--- src/rtl/perf_monitor_pkg.sv ---
// Shared types and constants for the pipeline performance / halt monitor.
//   state_t      : monitor FSM states (RUN, DRAIN, DONE)
//   IDX_*        : fixed counter slots in the counter map
//   HALT_INSN_DEFAULT : self-loop "jal x0,0" used as the halt marker
package perf_monitor_pkg;

  typedef enum logic [1:0] {
    RUN   = 2'd0,
    DRAIN = 2'd1,
    DONE  = 2'd2
  } state_t;

  localparam int unsigned IDX_CYCLE = 0;
  localparam int unsigned IDX_RET   = 1;
  localparam int unsigned IDX_BUB   = 2;
  localparam int unsigned IDX_EVT0  = 3;

  localparam logic [31:0] HALT_INSN_DEFAULT = 32'h0000_006f;

endpackage

--- src/rtl/perf_counter.sv ---
// Single event counter with sticky overflow flag.
//   clk, rst (async, active-high), clr (sync clear), inc (increment strobe)
//   value : current count
//   ovf   : set by an increment from all-ones, held until clr/rst
// SATURATE=1 pins the count at all-ones on overflow, SATURATE=0 wraps to 0.
module perf_counter #(
  parameter int unsigned CNT_W    = 32,
  parameter bit          SATURATE = 1'b1
) (
  input  logic             clk,
  input  logic             rst,
  input  logic             clr,
  input  logic             inc,
  output logic [CNT_W-1:0] value,
  output logic             ovf
);

  always_ff @(posedge clk or posedge rst) begin
    if (rst) begin
      value <= '0;
      ovf   <= 1'b0;
    end else if (clr) begin
      value <= '0;
      ovf   <= 1'b0;
    end else if (inc) begin
      if (&value) begin
        ovf   <= 1'b1;
        value <= SATURATE ? value : '0;
      end else begin
        value <= value + CNT_W'(1);
      end
    end
  end

endmodule

--- src/rtl/perf_monitor.sv ---
// Pipeline performance and halt monitor for the pipelined RV32I cores.
// Counts cycles, retired instructions, bubbles and NUM_EVT generic events;
// on fetching HALT_INSN it drains for HALT_HOLD cycles, then freezes.
//   i_clk, i_rst (async, active-high), i_en (count enable), i_clr (sync clear)
//   i_insn_vld : retire valid (0 = bubble)   i_if_instr : fetch word
//   i_evt      : event strobes               i_rd_sel   : counter select
//   o_rd_data  : selected counter (1-cycle latency, 0 if select out of range)
//   o_ovf      : sticky overflow per counter
//   o_halted   : DRAIN or DONE               o_done     : DONE
module perf_monitor
  import perf_monitor_pkg::*;
#(
  parameter int unsigned  CNT_W     = 32,
  parameter int unsigned  NUM_EVT   = 4,
  parameter logic [31:0]  HALT_INSN = HALT_INSN_DEFAULT,
  parameter int unsigned  HALT_HOLD = 4,
  parameter bit           SATURATE  = 1'b1,
  localparam int unsigned NUM_CNT   = NUM_EVT + 3,
  localparam int unsigned SEL_W     = $clog2(NUM_CNT)
) (
  input  logic               i_clk,
  input  logic               i_rst,
  input  logic               i_en,
  input  logic               i_clr,
  input  logic               i_insn_vld,
  input  logic [31:0]        i_if_instr,
  input  logic [NUM_EVT-1:0] i_evt,
  input  logic [SEL_W-1:0]   i_rd_sel,
  output logic [CNT_W-1:0]   o_rd_data,
  output logic [NUM_CNT-1:0] o_ovf,
  output logic               o_halted,
  output logic               o_done
);

  localparam int unsigned DRN_W    = (HALT_HOLD > 1) ? $clog2(HALT_HOLD) : 1;
  localparam int unsigned RD_DEPTH = 1 << SEL_W;

  state_t             state, state_nxt;
  logic [DRN_W-1:0]   drn_cnt, drn_nxt;
  logic               halted_c, done_c;
  logic               cnt_en;
  logic [NUM_CNT-1:0] inc;
  logic [CNT_W-1:0]   cnt_val [NUM_CNT];
  logic [CNT_W-1:0]   rd_mux  [RD_DEPTH];

  // Counting is allowed while running or draining; DONE freezes everything.
  assign cnt_en = i_en & (state != DONE);

  assign inc[IDX_CYCLE]             = cnt_en;
  assign inc[IDX_RET]               = cnt_en & i_insn_vld;
  assign inc[IDX_BUB]               = cnt_en & ~i_insn_vld;
  assign inc[IDX_EVT0 +: NUM_EVT]   = {NUM_EVT{cnt_en}} & i_evt;

  // Counter bank.
  for (genvar g = 0; g < NUM_CNT; g++) begin : g_cnt
    perf_counter #(
      .CNT_W    (CNT_W),
      .SATURATE (SATURATE)
    ) u_cnt (
      .clk   (i_clk),
      .rst   (i_rst),
      .clr   (i_clr),
      .inc   (inc[g]),
      .value (cnt_val[g]),
      .ovf   (o_ovf[g])
    );
  end

  // Read mux padded to a power of two so unused selects read 0.
  for (genvar g = 0; g < RD_DEPTH; g++) begin : g_rd
    if (g < NUM_CNT) begin : g_live
      assign rd_mux[g] = cnt_val[g];
    end else begin : g_pad
      assign rd_mux[g] = '0;
    end
  end

  // Read register: samples the pre-increment value.
  always_ff @(posedge i_clk or posedge i_rst) begin
    if (i_rst) begin
      o_rd_data <= '0;
    end else begin
      o_rd_data <= rd_mux[i_rd_sel];
    end
  end

  // FSM state register plus registered status decodes.
  always_ff @(posedge i_clk or posedge i_rst) begin
    if (i_rst) begin
      state    <= RUN;
      drn_cnt  <= '0;
      o_halted <= 1'b0;
      o_done   <= 1'b0;
    end else begin
      state    <= state_nxt;
      drn_cnt  <= drn_nxt;
      o_halted <= halted_c;
      o_done   <= done_c;
    end
  end

  // Next state: clear wins; drain ignores i_en so a halt always completes.
  always_comb begin
    state_nxt = state;
    drn_nxt   = drn_cnt;
    if (i_clr) begin
      state_nxt = RUN;
      drn_nxt   = '0;
    end else begin
      case (state)
        RUN: begin
          if (i_en && (i_if_instr == HALT_INSN)) begin
            state_nxt = DRAIN;
            drn_nxt   = DRN_W'(HALT_HOLD - 1);
          end
        end
        DRAIN: begin
          if (drn_cnt == '0) begin
            state_nxt = DONE;
          end else begin
            drn_nxt = drn_cnt - DRN_W'(1);
          end
        end
        DONE:    state_nxt = DONE;
        default: state_nxt = RUN;
      endcase
    end
  end

  // Status decodes of the next state, registered above.
  always_comb begin
    halted_c = 1'b0;
    done_c   = 1'b0;
    if (state_nxt != RUN) halted_c = 1'b1;
    if (state_nxt == DONE) done_c  = 1'b1;
  end

endmodule

--- config.mk ---
export PLATFORM = sky130hd
export DESIGN_NAME = perf_monitor
export DESIGN_NICKNAME = d
export VERILOG_FILES = /design/src/rtl/perf_monitor_pkg.sv /design/src/rtl/perf_counter.sv /design/src/rtl/perf_monitor.sv
export SDC_FILE = /design/constraint.sdc
export NUM_CORES = 1
export LEC_CHECK = 0
export ABC_CLOCK_PERIOD_IN_PS = 17900
export CORE_MARGIN = 5
export CORE_UTILIZATION = 45
export DETAILED_ROUTE_END_ITERATION = 10
export PLACE_DENSITY = 0.63
export SYNTH_ARGS = -nofsm -noshare
export SYNTH_HDL_FRONTEND = slang
export SYNTH_SLANG_ARGS = --single-unit
--- constraint.sdc ---
create_clock -name i_clk -period 17.9 [get_ports i_clk]
set_input_delay 3.58 -clock i_clk [delete_from_list [all_inputs] [get_ports i_clk]]
set_output_delay 3.58 -clock i_clk [all_outputs]
set_load 0.01 [all_outputs]
; ---- Yosys cells after proc, flatten, opt, wreduce, memory -nomap -nowiden
; Cells that the tools add are included.
[word_totals]
output_inout_bits = 41
regBits = 269
wordCells = 144
inputBits = 44
[classes]
n_lt_le_gt_ge = 1
addsub = 8
muxes = 55
bitwise_logic = 6
eq_ne = 14
n_reduce_logical = 41
[op_table]
columns = op, n
row1 = $mux W32, 23
row2 = $add A32 B1 Y32 const B, 7
row3 = $reduce_and A32 Y1, 7
row4 = $bmux W32 S3, 1
row5 = $eq A32 B7 Y1 const B, 1
row6 = $reduce_bool A2 Y1, 15
row7 = $reduce_and A2 Y1, 14
row8 = $mux W1, 23
row9 = $ne A2 B2 Y1 const B, 8
row10 = $mux W2, 6
row11 = $ne A3 B3 Y1 const B, 2
row12 = $pmux W2 S3, 1
row13 = $and A4 B4 Y4, 1
row14 = $eq A2 B2 Y1 const B, 2
row15 = $ge A4 B4 Y1 const B, 1
row16 = $logic_not A2 Y1, 2
row17 = $not A3 Y4, 1
row18 = $pmux W2 S2, 1
row19 = $and A1 B1 Y1, 3
row20 = $reduce_and A3 Y1, 1
row21 = $reduce_bool A3 Y1, 1
row22 = $eq A2 B1 Y1 const B, 1
row23 = $sub A2 B1 Y2 const B, 1
row24 = $logic_and A1 B1 Y1, 1
row25 = $not A1 Y1, 1

; ---- Depth between registers and ports, before layout
[logic_depth]
ltp_word = 7
depth_mapped = 8
ltp_nobuf = 6

; ---- Modules after synthesis
; A second synthesis with hierarchy kept.
[unflattened]
cells_unflattened = 1744
area_unflattened_um2 = 16359.4
[modules_own_cells]
columns = mod, seq_area_each_um2, cells_each, n_inst, area_each_um2
row1 = perf_counter, 825.8, 207, 7, 1914.3
row2 = perf_monitor, 950.9, 295, 1, 2959.1

; ---- Worst setup path before layout
; No wires, ideal clock.
[synth_timing]
kind = input to register
from = input port i_rd_sel[0]
to = register o_rd_data[10]
arrival_time_ps = 5314
path_stages = 4
setup_slack_ps = 12461
path_buffers = 2
t_required_ps = 17775
setup_time_ps = 125
cell_sequence = clkbuf_1 clkbuf_1 mux4_2 mux2_2
[synth_between]
elab_chain_cells = 4
[synth_rtl]
columns = element, line_no
row1 = "start, declared", perf_monitor.sv:28  ; input logic [SEL_W-1:0] i_rd_sel,
row2 = $not A3 Y4 (implied by the code), perf_monitor.sv:83  ; o_rd_data <= rd_mux[i_rd_sel];
row3 = $bmux W32 S3, perf_monitor.sv:83
row4 = $mux W32 (implied by the code) (2 in a row), perf_monitor.sv:83
row5 = "end signal, assigned", perf_monitor.sv:83
row6 = "end, declared", perf_monitor.sv:29  ; output logic [CNT_W-1:0] o_rd_data,
; Every way passes these cells. The select of a mux whose other input is x is not followed.
; A chain may end at the register's enable or synchronous reset.

; ---- Final worst setup path
[layout_timing]
from = input port i_clr
to = register g_cnt[6].u_cnt.value[25]
[layout_between]
elab_chain_cells = 2
elab_cells_between_ends = 4
classes_between = eq/ne: 1 / mux: 1 / reduce/logical: 2
[layout_rtl]
columns = element, line_no
row1 = "start, declared", perf_monitor.sv:24  ; input logic i_clr,
row2 = $ne A2 B2 Y1 (no line) / $reduce_bool A2 Y1 (equally long branches), n/a
row3 = $reduce_and A2 Y1 (no line), n/a
row4 = "end signal, assigned", perf_counter.sv:28  ; value <= SATURATE ? value : '0;
row5 = "end signal, assigned", perf_counter.sv:30  ; value <= value + CNT_W'(1);
row6 = "end, declared", perf_counter.sv:14  ; output logic [CNT_W-1:0] value,
; Parallel ways exist; a longest one is shown, timed or not.

==> impl.org <==
** STA
- Setup violations remaining at the end of the flow were counted as 0.
- Fin Setup TNS :: 0 ps
- The number of hold violations in the final report came to 0.
- Clock skew on the completed layout was measured at 26.3 ps.
- Number of max-slew violations in the final report :: 0
- Tcrit/Tclk final :: 0.355
- Subtracting the final worst setup slack from the clock period gives 6350 ps.
- Setup repair after global routing left no endpoint under its margin.
- Based on the critical path, the design can be clocked at up to 0.158 GHz.
- Measured against its own limit, the worst slew margin works out to 0.137.
- Final worst slack :: 11550 ps
- For the pin with the worst max-slew slack, the measured transition is 1280 ps.

** Floorplanning
- Number of standard-cell rows in the floorplan :: 69
- Die area :: 39300 um2
- 85 I/O pins were placed.
- Starting density of the core :: 0.452
- After floorplanning, the core was sized to cover 35300 um2.
- Overall die width :: 198 um
- Height of the die :: 198 um

** Place
- The wire-length estimate of the detail-placed layout is 34300 um.
- Buffers placed on the I/O ports in this run total 84.
- Post-placement worst setup slack :: 11060 ps
- Routability-driven placement finished with a final weighted congestion of 0.897.

** Synthesis
- After synthesis, the most frequently instantiated cells are sky130_fd_sc_hd__dfrtp_1, sky130_fd_sc_hd__a21oi_1, sky130_fd_sc_hd__nand2_1, sky130_fd_sc_hd__or4_1, sky130_fd_sc_hd__o31ai_1.
- Of the synthesized area, sequential elements account for 0.422.
- The biggest area contributor in the post-synthesis netlist is sky130_fd_sc_hd__dfrtp_1.
- The number of nets handed over by synthesis was 1753.
- Post-Syn Area per Cell :: 9.38 um2
- Warnings from Yosys :: 0
- Gate count of the mapped netlist :: 1701
- Main synth FF type :: sky130_fd_sc_hd__dfrtp_1
- Synthesis inferred 269 register bits.
- EDFF count, synth :: 0
- Async SR Flop Fraction :: 1.00
- Post-Syn Area :: 16000 um2
- Most frequently used cell type in the post-synthesis netlist :: sky130_fd_sc_hd__dfrtp_1
- The number of different library cells used by synthesis comes to 70.
- The share of synthesized area in the top cell type comes to 0.422.
- By area the synthesized netlist is led by sky130_fd_sc_hd__dfrtp_1, sky130_fd_sc_hd__a21oi_1, sky130_fd_sc_hd__or4_1.

** Clock tree
- H-tree level count :: 1
- The clock reaches the later pin of the worst-skew pair after 590 ps.
- In this run, CTS created clock tree buffers numbering 31.
- CTS tree :: yes
- CTS placed an instance of sky130_fd_sc_hd__clkbuf_16 at the clock tree root.
- For this design, the CTS-stage hold fixing added 0 buffers.
- After clock tree synthesis, the setup repair step added 0 buffers.
- Counting along the longest clock path gives a buffer depth of 3.
- Clock-pin slew on the worst setup and hold paths :: 60 ps
- Post-CTS repair changed the size of 0 cells.
- Clock tree synthesis found a total of 269 sinks.

** Layout
- Nets@finish :: 1777
- Fraction of layout instances using a drive strength above 1 :: 0.105
- The filler cells instantiated in the layout total 3221.
- Final antenna diode count :: 0
- Area overhead of the layout relative to synthesis :: 13.7%

** Worst hold path
- In this run the worst hold path is classified as register to register.

** Critical path
- CP Data Arrival Time :: 6850 ps
- Type of destination of the critical path :: register
- The worst setup path is of the primary input to register kind.
- Of all nets on the critical path, the largest fanout is 134.
- Launching element type of the critical path :: primary input
- At the worst endpoint, the required time is 18400 ps.
- Crit-path cells :: clkbuf_8, buf_12, inv_1, buf_4, o21ai_1, nand4_1, or4_1, a21oi_1
- Among all stages on the critical path, the largest delay is contributed by sky130_fd_sc_hd__clkbuf_8.
- On the worst path, the slowest cell contributes a delay of 610 ps.

** Global route
- Via count of the first global-routing pass :: 13300
- The first global-routing pass estimated 76500 um of wire.
- Across every metal layer, demand over resource in global routing totals 0.243.
- GRT Residual Overflow :: 0
- The initial antenna violation count was 2.
- Pin count of the biggest net entering global routing :: 135

** Detailed routing
- The first routing iteration left 1503 violations.
- Total wirelength of the detailed-routed design :: 48600 um
- Dividing the detail-routed wire length by the instance count gives 22.0 um.
- The routed layout has 14400 vias.
- Number of vias per cell :: 6.49
- Before antenna repair, the detailed router went through 7 iterations.
- For this run, design rule violations remaining after detail routing come to 0.
- The detail route stage leaves a number of antenna-violating nets equal to 0.

** Power and ir drop
- Across the VDD grid, the largest voltage drop is 0.0815 mV.
- Leak :: 6.63 nW
- For this design the ratio of total power to cell area is 75.6 nW/um2.

** Status
- The run finished with clean final reports.

** Run
- Max-cap violations in this run came to 0.
## power breakdown
| group | internal, W | total, W | switching [W] | leakage (nW) |
|---|---|---|---|---|
| registers | 0.000612 | 0.000618 | 0.00000590 | 3.75 |
| clock network | 0.000413 | 0.000682 | 0.000269 | 0.546 |
| logic | 0.0000240 | 0.0000725 | 0.0000486 | 2.33 |
## area by class of cell
class,instances,area (um2),share of cell area
timing repair buffer,102,982,0.0542
inverter,33,131,0.00724
clock buffer,39,866,0.0477
multi-input combinational,1288,8620,0.475
clock inverter,19,233,0.0128
sequential,269,6730,0.371
tap,461,577,0.0318
## cells by family after synthesis
group | synth area share
compound gates | 0.163
fa+ha+maj | 0.00627
flops | 0.422
xor+xnor | 0.0110
simple gates | 0.257
buf+inv | 0.0398
mux | 0.101
## path summary, 6_finish.rpt
path / depth (start not counted) / end / startpoint / slack [ps]
min: 2 / g_cnt[5].u_cnt.ovf$_DFFE_PP0P_ / g_cnt[5].u_cnt.ovf$_DFFE_PP0P_ / 500
min reg2reg: 2 / g_cnt[5].u_cnt.ovf$_DFFE_PP0P_ / g_cnt[5].u_cnt.ovf$_DFFE_PP0P_ / 500
max: 8 / g_cnt[6].u_cnt.value[25]$_DFFE_PP0P_ / i_clr / 11550
max in group asynchronous: 4 / g_cnt[1].u_cnt.value[13]$_DFFE_PP0P_ / i_rst / 12010
max reg2reg: 6 / g_cnt[6].u_cnt.value[2]$_DFFE_PP0P_ / g_cnt[6].u_cnt.value[0]$_DFFE_PP0P_ / 14650
min in group asynchronous: 2 / g_cnt[0].u_cnt.value[25]$_DFFE_PP0P_ / i_rst / 3570
## through the flow
step                total power, W  hold WS, ps  instances  cell area, um2   util
finish                     0.00137          497       2211           18100  0.514
global route               0.00141          531       2211           18100  0.514
CTS                        0.00138          505       2210           18100  0.513
detailed placement        0.000702          493       2152           17000  0.482
global placement          0.000701          489       2152           17000  0.482
floorplan                 0.000673          464       1701           16000      -
## flip-flops by register name, indices dropped and copies added (netlist names)
register,flops
drn_cnt,2
g_cnt.u_cnt.value,224
g_cnt.u_cnt.ovf,7
state,2
o_halted,1
o_done,1
o_rd_data,32
## layer usage
layer / GRT usage / wire (um) / vias to the layer above / share of wire
li1: - / - / 6654 / -
met1: 0.361 / 21600 / 7127 / 0.44
met2: 0.379 / 22400 / 494 / 0.46
met3: 0.0257 / 3060 / 75 / 0.063
met4: 0.0712 / 1500 / 0 / 0.031
met5: 0 / 0 / - / 0
## critical path, delay by kind of cell
family	cells	cell delay [ps]
AND/OR/NAND/NOR	2	990
buffers and inverters	4	1480
AO/OA/AOI/OAI	2	560
## placed cells by master, fill, tap and decap left out, types with 17 or more instances in the layout
cell / netlist / layout
sky130_fd_sc_hd__clkbuf_16: 0 / 31
sky130_fd_sc_hd__nand4_1: 66 / 66
sky130_fd_sc_hd__clkdlybuf4s50_1: 0 / 81
sky130_fd_sc_hd__nand3_1: 99 / 99
sky130_fd_sc_hd__mux2_2: 47 / 47
sky130_fd_sc_hd__a21oi_1: 173 / 173
sky130_fd_sc_hd__nand2_1: 127 / 127
sky130_fd_sc_hd__or3_1: 75 / 75
sky130_fd_sc_hd__dfrtp_1: 269 / 269
sky130_fd_sc_hd__mux4_2: 31 / 31
sky130_fd_sc_hd__mux2i_1: 35 / 35
sky130_fd_sc_hd__nor2_1: 74 / 74
sky130_fd_sc_hd__and4_1: 27 / 27
sky130_fd_sc_hd__o31ai_1: 101 / 100
sky130_fd_sc_hd__nor4_1: 36 / 33
sky130_fd_sc_hd__or4_1: 108 / 108
sky130_fd_sc_hd__inv_1: 33 / 32
sky130_fd_sc_hd__nor2b_1: 18 / 17
sky130_fd_sc_hd__and3_1: 22 / 22
sky130_fd_sc_hd__o21ai_0: 97 / 97
No activity file was read; power rests on OpenSTA's default activity.
